===== config.mk =====
export PLATFORM = sky130hd
export DESIGN_NAME = mem_access_unit_flat
export DESIGN_NICKNAME = d
export VERILOG_FILES = /design/src/rtl/mem_access_unit_if.sv /design/src/rtl/mem_access_unit.sv /design/src/flat_wrapper.sv
export SDC_FILE = /design/constraint.sdc
export NUM_CORES = 1
export LEC_CHECK = 0
export CAP_MARGIN = 0
export CORE_MARGIN = 2
export CORE_UTILIZATION = 41
export DETAILED_ROUTE_END_ITERATION = 8
export GPL_ROUTABILITY_DRIVEN = 0
export PLACE_DENSITY = 0.77
export SYNTH_ARGS = -nofsm -noshare
export SYNTH_HDL_FRONTEND = slang
export SYNTH_SLANG_ARGS = --single-unit

===== constraint.sdc =====
create_clock -name clk -period 3.4 [get_ports clk]
set_input_delay 0.68 -clock clk [delete_from_list [all_inputs] [get_ports clk]]
set_output_delay 0.68 -clock clk [all_outputs]
set_load 0.1 [all_outputs]

===== src/rtl/mem_access_unit_if.sv =====
// Memory-side bus of the load/store unit: one request held until a single-cycle ack.
interface mem_access_unit_if;
  localparam int unsigned AW = 32;
  localparam int unsigned DW = 32;
  localparam int unsigned BW = DW / 8;

  logic          bus_req;
  logic          bus_we;
  logic [AW-1:0] bus_addr;
  logic [BW-1:0] bus_be;
  logic [DW-1:0] bus_wdata;
  logic [DW-1:0] bus_rdata;
  logic          bus_ack;

  modport master (
    output bus_req, bus_we, bus_addr, bus_be, bus_wdata,
    input  bus_rdata, bus_ack
  );

  modport slave (
    input  bus_req, bus_we, bus_addr, bus_be, bus_wdata,
    output bus_rdata, bus_ack
  );
endinterface


===== src/rtl/mem_access_unit.sv =====
// MEM-stage load/store unit: lane steering, load extension and a stall handshake to the bus.
// Define MEM_TIMEOUT_EN to abort accesses that wait TIMEOUT_CYCLES cycles without an ack.
module mem_access_unit #(
  parameter int unsigned TIMEOUT_CYCLES = 15
) (
  input  logic                     clk,
  input  logic                     rst,
  input  logic                     mem_read,
  input  logic                     mem_write,
  input  logic                     reg_write,
  input  logic [31:0]              addr,
  input  logic [31:0]              wdata,
  input  logic [1:0]               size,
  input  logic                     sign,
  mem_access_unit_if.master        bus,
  output logic                     stall,
  output logic                     o_write,
  output logic [1:0]               o_quarter,
  output logic [31:0]              o_rdata,
  output logic                     misalign,
  output logic                     bus_err
);

  localparam int unsigned DW = 32;
  localparam int unsigned BW = DW / 8;

  localparam logic [1:0] SZ_BYTE = 2'b00;
  localparam logic [1:0] SZ_HALF = 2'b01;

  localparam logic [1:0] ST_IDLE = 2'd0;
  localparam logic [1:0] ST_WAIT = 2'd1;
  localparam logic [1:0] ST_DONE = 2'd2;

  logic [1:0]    state;
  logic [1:0]    state_nx;

  logic          is_access_c;
  logic          misaligned_c;
  logic          issue_c;
  logic          ack_c;
  logic          timeout_c;
  logic [BW-1:0] be_c;
  logic [DW-1:0] wdata_c;

  logic          acc_load_q;
  logic          acc_reg_write_q;
  logic [1:0]    acc_size_q;
  logic          acc_sign_q;
  logic [1:0]    acc_quarter_q;
  logic          abort_q;
  logic [DW-1:0] rdata_q;

  // Shift the addressed lane down, then extend from the access width.
  function automatic logic [DW-1:0] extract_load(input logic [DW-1:0] rd,
                                                 input logic [1:0]    quarter,
                                                 input logic [1:0]    sz,
                                                 input logic          sg);
    logic [DW-1:0] sh;
    sh = rd >> {quarter, 3'b000};
    case (sz)
      SZ_BYTE: extract_load = sg ? {{24{sh[7]}}, sh[7:0]}   : {24'h0, sh[7:0]};
      SZ_HALF: extract_load = sg ? {{16{sh[15]}}, sh[15:0]} : {16'h0, sh[15:0]};
      default: extract_load = rd;
    endcase
  endfunction

  assign is_access_c = mem_read | mem_write;
  assign issue_c     = (state == ST_IDLE) && is_access_c && !misaligned_c;
  assign ack_c       = (state == ST_WAIT) && bus.bus_ack;

  // Byte enables, store lane replication and alignment check for the request in IDLE.
  always_comb begin
    be_c         = 4'b1111;
    wdata_c      = wdata;
    misaligned_c = 1'b0;
    case (size)
      SZ_BYTE: begin
        be_c    = 4'b0001 << addr[1:0];
        wdata_c = {4{wdata[7:0]}};
      end
      SZ_HALF: begin
        be_c         = addr[1] ? 4'b1100 : 4'b0011;
        wdata_c      = {2{wdata[15:0]}};
        misaligned_c = addr[0];
      end
      default: misaligned_c = (addr[1:0] != 2'b00);
    endcase
  end

`ifdef MEM_TIMEOUT_EN
  localparam int unsigned CNT_W = $clog2(TIMEOUT_CYCLES + 1);

  logic [CNT_W-1:0] wait_cnt;

  // An ack on the final allowed cycle still completes the access normally.
  assign timeout_c = (state == ST_WAIT) && !bus.bus_ack &&
                     (wait_cnt == CNT_W'(TIMEOUT_CYCLES - 1));

  always_ff @(posedge clk or posedge rst) begin
    if (rst) begin
      wait_cnt <= '0;
    end else if ((state == ST_WAIT) && (state_nx == ST_WAIT)) begin
      wait_cnt <= wait_cnt + CNT_W'(1);
    end else begin
      wait_cnt <= '0;
    end
  end
`else
  // The watchdog is absent; the parameter stays for a uniform instantiation interface.
  assign timeout_c = 1'b0 & (TIMEOUT_CYCLES != 0);
`endif

  always_ff @(posedge clk or posedge rst) begin
    if (rst) begin
      state <= ST_IDLE;
    end else begin
      state <= state_nx;
    end
  end

  // Next state plus the pipeline-facing outputs.
  always_comb begin
    state_nx  = state;
    stall     = 1'b0;
    o_write   = 1'b0;
    o_quarter = acc_quarter_q;
    o_rdata   = '0;
    case (state)
      ST_IDLE: begin
        o_quarter = addr[1:0];
        if (issue_c) begin
          stall    = 1'b1;
          state_nx = ST_WAIT;
        end else begin
          o_write = reg_write & ~is_access_c;
        end
      end
      ST_WAIT: begin
        stall = 1'b1;
        if (ack_c || timeout_c) begin
          state_nx = ST_DONE;
        end
      end
      ST_DONE: begin
        o_write  = acc_load_q & acc_reg_write_q & ~abort_q;
        o_rdata  = extract_load(rdata_q, acc_quarter_q, acc_size_q, acc_sign_q);
        state_nx = ST_IDLE;
      end
      default: state_nx = ST_IDLE;
    endcase
  end

  // Bus request registers and the access context captured at issue.
  always_ff @(posedge clk or posedge rst) begin
    if (rst) begin
      bus.bus_req     <= 1'b0;
      bus.bus_we      <= 1'b0;
      bus.bus_addr    <= '0;
      bus.bus_be      <= '0;
      bus.bus_wdata   <= '0;
      rdata_q         <= '0;
      misalign        <= 1'b0;
      bus_err         <= 1'b0;
      acc_load_q      <= 1'b0;
      acc_reg_write_q <= 1'b0;
      acc_size_q      <= '0;
      acc_sign_q      <= 1'b0;
      acc_quarter_q   <= '0;
      abort_q         <= 1'b0;
    end else begin
      misalign <= (state == ST_IDLE) && is_access_c && misaligned_c;
      bus_err  <= timeout_c;
      if (issue_c) begin
        bus.bus_req     <= 1'b1;
        bus.bus_we      <= mem_write;
        bus.bus_addr    <= {addr[31:2], 2'b00};
        bus.bus_be      <= be_c;
        bus.bus_wdata   <= wdata_c;
        acc_load_q      <= ~mem_write;
        acc_reg_write_q <= reg_write;
        acc_size_q      <= size;
        acc_sign_q      <= sign;
        acc_quarter_q   <= addr[1:0];
        abort_q         <= 1'b0;
      end else if (ack_c) begin
        bus.bus_req <= 1'b0;
        rdata_q     <= bus.bus_rdata;
      end else if (timeout_c) begin
        bus.bus_req <= 1'b0;
        rdata_q     <= '0;
        abort_q     <= 1'b1;
      end
    end
  end

endmodule


===== src/flat_wrapper.sv =====
// flat-port wrapper written by rule: the top's interface ports become plain ports
module mem_access_unit_flat 
#(
  parameter int unsigned TIMEOUT_CYCLES = 15
)
  (clk, rst, mem_read, mem_write, reg_write, addr, wdata, size, sign, stall, o_write, o_quarter, o_rdata, misalign, bus_err, bus_bus_req, bus_bus_we, bus_bus_addr, bus_bus_be, bus_bus_wdata, bus_bus_rdata, bus_bus_ack);
  mem_access_unit_if bus_i ();
  input  logic clk;
  input  logic rst;
  input  logic mem_read;
  input  logic mem_write;
  input  logic reg_write;
  input  logic [31:0] addr;
  input  logic [31:0] wdata;
  input  logic [1:0] size;
  input  logic sign;
  output logic stall;
  output logic o_write;
  output logic [1:0] o_quarter;
  output logic [31:0] o_rdata;
  output logic misalign;
  output logic bus_err;
  output wire logic [$bits(bus_i.bus_req)-1:0] bus_bus_req;
  output wire logic [$bits(bus_i.bus_we)-1:0] bus_bus_we;
  output wire logic [$bits(bus_i.bus_addr)-1:0] bus_bus_addr;
  output wire logic [$bits(bus_i.bus_be)-1:0] bus_bus_be;
  output wire logic [$bits(bus_i.bus_wdata)-1:0] bus_bus_wdata;
  input wire logic [$bits(bus_i.bus_rdata)-1:0] bus_bus_rdata;
  input wire logic [$bits(bus_i.bus_ack)-1:0] bus_bus_ack;
  assign bus_bus_req = bus_i.bus_req;
  assign bus_bus_we = bus_i.bus_we;
  assign bus_bus_addr = bus_i.bus_addr;
  assign bus_bus_be = bus_i.bus_be;
  assign bus_bus_wdata = bus_i.bus_wdata;
  assign bus_i.bus_rdata = bus_bus_rdata;
  assign bus_i.bus_ack = bus_bus_ack;
  mem_access_unit #(.TIMEOUT_CYCLES(TIMEOUT_CYCLES)) u_core (.clk(clk), .rst(rst), .mem_read(mem_read), .mem_write(mem_write), .reg_write(reg_write), .addr(addr), .wdata(wdata), .size(size), .sign(sign), .bus(bus_i), .stall(stall), .o_write(o_write), .o_quarter(o_quarter), .o_rdata(o_rdata), .misalign(misalign), .bus_err(bus_err));
endmodule

Word-level counts from Yosys, hierarchy flattened
Cells that the tools add are included.
Widths: inputs -> output; s select.
- register bits: 110
- bits of input ports: 105
- output and inout port bits: 108
- eq/ne operators: 6
- mux-type cells: 18
- shift operators: 2
- reduce and logical (&&, ||, !) cells: 12
- bitwise operators: 6
- operators by type and width (cell ; count):
    $pmux 32 s2 ; 2
    $mux 32 ; 3
    $shr 32x5->16 ; 1
    $pmux 4 s2 ; 1
    $eq 2x1->1 const B ; 3
    $logic_not 2->1 ; 3
    $mux 2 ; 3
    $pmux 1 s2 ; 3
    $logic_and 1x1->1 ; 4
    $mux 1 ; 4
    $mux 4 ; 1
    $ne 2x1->1 const B ; 2
    $pmux 2 s2 ; 1
    $reduce_and 2->1 ; 2
    $reduce_bool 2->1 ; 2
    $shl 1x2->4 const A ; 1
    $not 1->1 ; 3
    $and 1x1->1 ; 2
    $eq 2x2->1 const B ; 1
    $logic_not 1->1 ; 1
    $or 1x1->1 ; 1

Longest topological paths before layout
Gate-level depths: netlist (run 1).
- depth after elaboration: 6
- mapped depth: 6

Worst setup path before layout (run 1)
OpenSTA, ideal clock, no wires.
- kind: register to output
- start point: reg u_core.acc_quarter_q[0]
- end point: out o_rdata[10]
- data arrival time: 3.206 ns
- data required time: 2.720 ns
- slack: -0.486 ns
- cell stages (with the launch flop): 5
- path through: dfrtp_1 -> inv_1 -> buf_1 -> a211oi_1 -> o31ai_1
- word-level cells in the longest chain between the ends: 4
- elaborated cells between the ends (all ways): 5
- ends and longest elaborated chain (element ; RTL line ; RTL):
    start, declared ; mem_access_unit.sv:49 ; logic [1:0] acc_quarter_q;
    start signal, assigned ; mem_access_unit.sv:183 ; acc_quarter_q <= addr[1:0];
    $shr 32x5->16 (*) ; mem_access_unit.sv:59 ; sh = rd >> {quarter, 3'b000};
    $mux 32, on equally long branches ; mem_access_unit.sv:62, mem_access_unit.sv:61 ;
    $pmux 32 s2 (*) ; mem_access_unit.sv:60 ; case (sz)
    $mux 32 (*) ; mem_access_unit.sv:128 ; case (state)
    end, declared ; flat_wrapper.sv:20 ; output logic [31:0] o_rdata;
Every way passes the cells marked *; elsewhere a longest branch is shown, timed or not.

Final worst setup path (run 1)
- start point: reg u_core.acc_quarter_q[1]
- end point: out o_rdata[20]
Same word-level chain as after synthesis.

==> qor.txt, run 1 <==
================================================================================
Most common library cell in the layout ignoring fill and taps ..... sky130_fd_sc_hd__clkdlybuf4s50_1
Vert. Die Dim .....................................................       125 um
Core Rows .........................................................           44
Core area .........................................................   14400 um^2
Fraction of registers with async set or reset after synthesis .....         100%
Reg2Reg Setup Slack ...............................................      1020 ps
First-pass GRT wire length ........................................     26400 um
Number of hold-repair buffers added at the cts stage ..............            0
Setup repair bufs after CTS .......................................            0
Gate count after technology mapping ...............................          461
Number of DRC markers in iteration 0 ..............................          311
Total clock buffers created by CTS ................................            9
Commonest non-fill, non-tap cells in the layout ................... sky130_fd_sc_hd__clkdlybuf4s50_1 (144), sky130_fd_sc_hd__dfrtp_1 (110), sky130_fd_sc_hd__mux2_4 (68)
Fmax ..............................................................      316 MHz
Number of cells in the design after placement .....................          831
Category of the most critical setup path ..........................      reg2out
Via-to-Cell Ratio .................................................         5.31
Required time worst endpoint ......................................      2720 ps
Startpoint of the most critical setup path ........................ u_core.acc_quarter_q[1]$_DFFE_PP0P_
Vias in the first global route ....................................         4868
# Max-Cap Violations ..............................................            0
Average size of a mapped cell .....................................    12.9 um^2
Run status ........................................................ finished, final reports clean
Placed wire-length estimate after detailed placement ..............     12100 um
Clock Pin Slew Worst Setup and Hold Paths .........................        70 ps
Worst-case clock buffer depth .....................................            2
Total negative slack for setup checks .............................         0 ps
Quantity of I/O buffers inserted on ports .........................          209
Mapped cell area ..................................................    5960 um^2
Clock tree from TritonCTS .........................................        built
Type of destination of the critical path ..........................   output pin
Number of remaining DRC errors ....................................            0
Distinct cells, synth .............................................           53
Routed length per instance ........................................      19.0 um
Reg-to-reg critical path startpoint ............................... u_core.state[1]$_DFFE_PP0P_
Initial core utilization ..........................................        41.5%
Proportion of synthesized chip area in sequential cells ...........        46.2%
Pre-antenna DRT Iters .............................................            4
Final min period ..................................................      3170 ps
Data arrival time of the critical path ............................      2490 ps
#FFs+latches synth ................................................          110
Unrepaired setup endpoints after global routing ...................        false
Clock latency at the later pin of the worst-skew pair .............       360 ps
Tightest Hold Check Type ..........................................      reg2reg
Final setup vio count .............................................            0
Total routed wirelength ...........................................     16100 um
Total routing usage reported by global routing ....................        21.3%
Critical Path Source Type .........................................    flip-flop
Dominant synthesized flop cell .................................... sky130_fd_sc_hd__dfrtp_1
EDFF count, synth .................................................            0
Count of final hold-check violations ..............................            0
Number of antenna violations at the first check in global routing .            0
CP endpoint .......................................................  o_rdata[20]
Number of sinks driven by the clock tree ..........................          110
Gr ovfl total .....................................................            0
Final non-filler cell total .......................................          848
R2R cell count ....................................................            4
Tightest Pin Transition ...........................................       995 ps
Antenna Cells .....................................................            0
X dimension of the die ............................................       125 um
Maximum fanout along the worst path ...............................           17
I/O pins ..........................................................          213
Routed vias .......................................................         4507
Pin count of the biggest net entering global routing ..............           73
Share of the clock period used by the worst path after layout .....        93.2%
Post-cts resize count .............................................            0
Destination of the worst register-to-register timing path ......... u_core.bus.bus_addr[11]$_DFFE_PP0P_
Max_slew headroom .................................................        33.4%
Root Buffer ....................................................... sky130_fd_sc_hd__clkbuf_16
Synth warnings ....................................................            0
Deepest level of the CTS H-tree ...................................            3
Post-route clock skew .............................................      4.42 ps
Die ar. ...........................................................   15500 um^2
Synthesis-to-layout area growth ...................................        46.8%
Remaining antenna violation count after routing ...................            0
Nets ..............................................................          764
Ratio of cells with drive above 1 in the final layout .............        33.7%
Max-slew violations ...............................................            0
================================================================================
==> worst min-delay path by stage <==
stage / start / end / slack (ps) / depth (start not counted)
global placement: u_core.rdata_q[2]$_DFFE_PP0P_ / u_core.rdata_q[2]$_DFFE_PP0P_ / 490 / 1
global route: u_core.bus.bus_addr[4]$_DFFE_PP0P_ / u_core.bus.bus_addr[4]$_DFFE_PP0P_ / 530 / 1
finish: u_core.rdata_q[6]$_DFFE_PP0P_ / u_core.rdata_q[6]$_DFFE_PP0P_ / 510 / 1
CTS: u_core.rdata_q[4]$_DFFE_PP0P_ / u_core.rdata_q[4]$_DFFE_PP0P_ / 520 / 1
detailed placement: u_core.bus.bus_wdata[1]$_DFFE_PP0P_ / u_core.bus.bus_wdata[1]$_DFFE_PP0P_ / 490 / 1
floorplan: u_core.rdata_q[10]$_DFFE_PP0P_ / u_core.rdata_q[10]$_DFFE_PP0P_ / 480 / 1
==> worst max-delay path: stages, from the launching register on <==
cell	delay (ps)
sky130_fd_sc_hd__dfrtp_1	640
sky130_fd_sc_hd__buf_4	300
sky130_fd_sc_hd__nand4b_1	140
sky130_fd_sc_hd__o31a_1	560
sky130_fd_sc_hd__o211ai_1	260
sky130_fd_sc_hd__buf_12	230
==> flip-flops by register name, summed over array words and instances (netlist names) <==
name	flops
u_core.acc_load_q	1
u_core.acc_quarter_q	2
u_core.acc_reg_write_q	1
u_core.acc_sign_q	1
u_core.acc_size_q	2
u_core.bus.bus_addr	30
u_core.bus.bus_be	4
u_core.bus.bus_req	1
u_core.bus.bus_wdata	32
u_core.bus.bus_we	1
u_core.misalign	1
u_core.rdata_q	32
u_core.state	2
==> cell families (layout without fill, tap and decap cells) <==
logic type	count (synthesis)	count (layout)	synth area share [%]
flip-flops	110	110	46.2
AND/OR/NAND/NOR	77	77	6.87
other	1	3	0.0630
XOR/XNOR	2	2	0.294
buffers and inverters	51	252	5.92
AO/OA/AOI/OAI	81	81	10.1
multiplexers	139	139	30.5
==> cell type report <==
cell class / instances / area [um^2]
multi-input cells: 302 / 2900
clock buffers: 12 / 256
well taps: 184 / 230
inverters: 9 / 37.5
repair buffers: 227 / 2510
fillers: 1115 / 5620
clock inverters: 4 / 53.8
flip-flops and latches: 110 / 2750
==> layer usage <==
| metal | vias to the layer above | global-route usage (%) | routed length (um) |
|---|---|---|---|
| li1 | 2074 | - | - |
| met5 | - | 0 | 0 |
| met2 | 164 | 35.4 | 8020 |
| met3 | 24 | 6.53 | 1180 |
| met4 | 0 | 6.15 | 276 |
| met1 | 2245 | 27.0 | 6670 |
==> cells in the mapped netlist, types with 8 or more instances <==
cell | count | area share [%]
sky130_fd_sc_hd__o211ai_1 | 16 | 2.0
sky130_fd_sc_hd__mux2_4 | 68 | 17
sky130_fd_sc_hd__mux2_1 | 20 | 3.8
sky130_fd_sc_hd__inv_1 | 9 | 0.57
sky130_fd_sc_hd__dfrtp_1 | 110 | 46
sky130_fd_sc_hd__o21ai_0 | 11 | 0.92
sky130_fd_sc_hd__o31ai_1 | 8 | 1.0
sky130_fd_sc_hd__mux2i_1 | 12 | 2.0
sky130_fd_sc_hd__and3b_1 | 8 | 1.2
sky130_fd_sc_hd__buf_2 | 12 | 1.0
sky130_fd_sc_hd__nor2_1 | 14 | 0.88
sky130_fd_sc_hd__a21oi_1 | 10 | 0.84
sky130_fd_sc_hd__mux2_2 | 38 | 7.2
sky130_fd_sc_hd__nand2_1 | 29 | 1.8
sky130_fd_sc_hd__clkbuf_1 | 13 | 0.82
==> per-stage QoR <==
step / area, um^2 / setup WS, ps / utilization (%) / hold WS [ps]
after floorplan: 6000 / 91.3 / - / 480
after global placement: 8430 / 563 / 58.7 / 491
after detailed placement: 8430 / 473 / 58.7 / 493
after CTS: 8740 / 84.5 / 60.8 / 515
after global routing: 8750 / 8.77 / 60.9 / 534
final: 8750 / 231 / 60.9 / 515
Power of run 1 is left out: the tool's default activity adds up to more than one toggle a clock period on the data nets, which glitch-free logic cannot reach.
==> run 2: changes to the inputs <==
==> constraint.sdc (replaced) <==
create_clock -name clk -period 3.4 [get_ports clk]
set_input_delay 0.34 -clock clk [delete_from_list [all_inputs] [get_ports clk]]
set_output_delay 0.34 -clock clk [all_outputs]
set_load 0.1 [all_outputs]
==> run 2 against run 1 <==
Compared with the run above:
- register-to-register slack improved by 240 ps
- wire length fell by 3.3%
- global-route usage fell by 0.99 points
- clock-buffer cell count fell by 1
- final area fell by 2.3%
- worst setup slack improved by 260 ps
- sequential cell count did not move
- clock skew rose by 4.8 ps
- largest cell class unchanged
==> qor.txt, run 2 (same netlist as run 1, synthesis figures left out) <==
================================================================================
Deepest level of the CTS H-tree ...................................            3
Final setup vio count .............................................            0
Core area .........................................................   14400 um^2
Most common library cell in the layout ignoring fill and taps ..... sky130_fd_sc_hd__clkdlybuf4s50_1
Max-slew violations ...............................................            0
Pre-antenna DRT Iters .............................................            4
Maximum fanout along the worst path ...............................           23
Remaining antenna violation count after routing ...................            0
Quantity of I/O buffers inserted on ports .........................          209
Post-cts resize count .............................................            0
Slowest library cell on the worst path ............................ sky130_fd_sc_hd__dfrtp_1
Routed length per instance ........................................      18.5 um
Fmax ..............................................................      343 MHz
Run status ........................................................ finished, final reports clean
Root Buffer ....................................................... sky130_fd_sc_hd__clkbuf_16
Core Rows .........................................................           44
Setup repair bufs after CTS .......................................            0
Number of antenna violations at the first check in global routing .            0
Clock latency at the later pin of the worst-skew pair .............       360 ps
Unrepaired setup endpoints after global routing ...................        false
Tightest Hold Check Type ..........................................     in2async
Type of destination of the critical path ..........................   output pin
Share of the clock period used by the worst path after layout .....        85.6%
Data arrival time of the critical path ............................      2570 ps
Number of hold-repair buffers added at the cts stage ..............            0
Vert. Die Dim .....................................................       125 um
Count of final hold-check violations ..............................            0
Worst-path cell chain ............................................. mux4_2 > nand3_1 > o31ai_2 > buf_4
Total routed wirelength ...........................................     15600 um
Die ar. ...........................................................   15500 um^2
X dimension of the die ............................................       125 um
Total routing usage reported by global routing ....................        20.3%
Cell family with most CP delay ....................................   flip-flops
Ratio of cells with drive above 1 in the final layout .............        28.8%
Commonest non-fill, non-tap cells in the layout ................... sky130_fd_sc_hd__clkdlybuf4s50_1 (173), sky130_fd_sc_hd__dfrtp_1 (110), sky130_fd_sc_hd__mux2_4 (68)
Post-route clock skew .............................................      9.20 ps
Worst setup timing slack at the placement stage ...................       804 ps
Worst Path Buf+Inv ................................................            1
Number of remaining DRC errors ....................................            0
Antenna Cells .....................................................            0
Number of sinks driven by the clock tree ..........................          110
Initial core utilization ..........................................        41.5%
Critical Path Source Type .........................................    flip-flop
First-pass GRT wire length ........................................     25100 um
Worst-case clock buffer depth .....................................            2
Max_slew headroom .................................................        31.2%
Nets ..............................................................          759
Clock Pin Slew Worst Setup and Hold Paths .........................        70 ps
Synthesis-to-layout area growth ...................................        43.4%
Longest individual stage delay on the worst path ..................       780 ps
Required time worst endpoint ......................................      3060 ps
Biggest regs ...................................................... u_core.bus.bus_wdata: 32 flops, u_core.rdata_q: 32 flops, u_core.bus.bus_addr: 30 flops
Category of the most critical setup path ..........................      reg2out
Number of DRC markers in iteration 0 ..............................          230
Pin count of the biggest net entering global routing ..............           60
Reg-to-reg critical path startpoint ............................... u_core.state[1]$_DFFE_PP0P_
Gr ovfl total .....................................................            0
# Max-Cap Violations ..............................................            0
Routed vias .......................................................         4459
Total negative slack for setup checks .............................         0 ps
Final Instance Area ...............................................    8540 um^2
Final min period ..................................................      2910 ps
Vias in the first global route ....................................         4679
Placed wire-length estimate after detailed placement ..............     11500 um
Worst setup slack after layout ....................................       488 ps
Instance area at placement ........................................    8260 um^2
Startpoint of the most critical setup path ........................ u_core.acc_quarter_q[0]$_DFFE_PP0P_
I/O pins ..........................................................          213
Total clock buffers created by CTS ................................            9
Clock tree from TritonCTS .........................................        built
Final core area utilization .......................................        59.5%
Via-to-Cell Ratio .................................................         5.29
Tightest Pin Transition ...........................................      1030 ps
================================================================================
==> run 2: cell count changes in the layout (fill, tap and decap cells not counted), sizes merged <==
cell / before / now
bufinv: 1 / 0
clkinv: 0 / 1
clkdlybuf4s50: 144 / 173
buf: 83 / 49
inv: 9 / 10
clkbuf: 12 / 11
==> run 2: final timing paths <==
kind                                                             to  slack [ps]  cells past startpoint
worst max-delay path                                    o_rdata[12]         490                      4
worst min-delay path            u_core.bus.bus_addr[18]$_DFFE_PP0P_         470                      2
worst max register to register  u_core.bus.bus_wdata[5]$_DFFE_PP0P_        1260                      5
worst min register to register  u_core.bus.bus_addr[24]$_DFFE_PP0P_         510                      1
max in group asynchronous            u_core.rdata_q[14]$_DFFE_PP0P_        2180                      3
min in group clk                u_core.bus.bus_addr[24]$_DFFE_PP0P_         510                      1
==> run 2: worst register-to-register path: cells and delay by family, from the launching register on <==
kind,cells,cell delay [ps]
AOI/OAI and AO/OA,1,590
DFF,1,500
buffers and inverters,2,470
and+or+nand+nor,1,140
muxes,1,330
==> run 2: area by class of cell <==
type / count / area (um^2)
Sequential cell: 110 / 2750
Clock inverter: 5 / 42.5
Timing Repair Buffer: 222 / 2340
Clock buffer: 11 / 243
Multi-Input combinational cell: 302 / 2900
Fill cell: 1122 / 5830
Inverter: 9 / 36.3
Tap cell: 184 / 230
==> run 2: stage by stage <==
stage,hold WS [ps],std cells
after global placement,486,827
after CTS,490,843
final,465,843
after global routing,527,843
after floorplan,433,463
after detailed placement,494,827
==> run 2: routing by layer <==
layer  up-vias  GRT usage [%]  share of wire [%]
li1       2075              -                  -
met1      2183           25.6                 43
met2       181           33.5                 47
met3        20           5.84                7.8
met4         0           7.14                2.0
met5         -              0                  0
Power of run 2 is left out for the same reason.
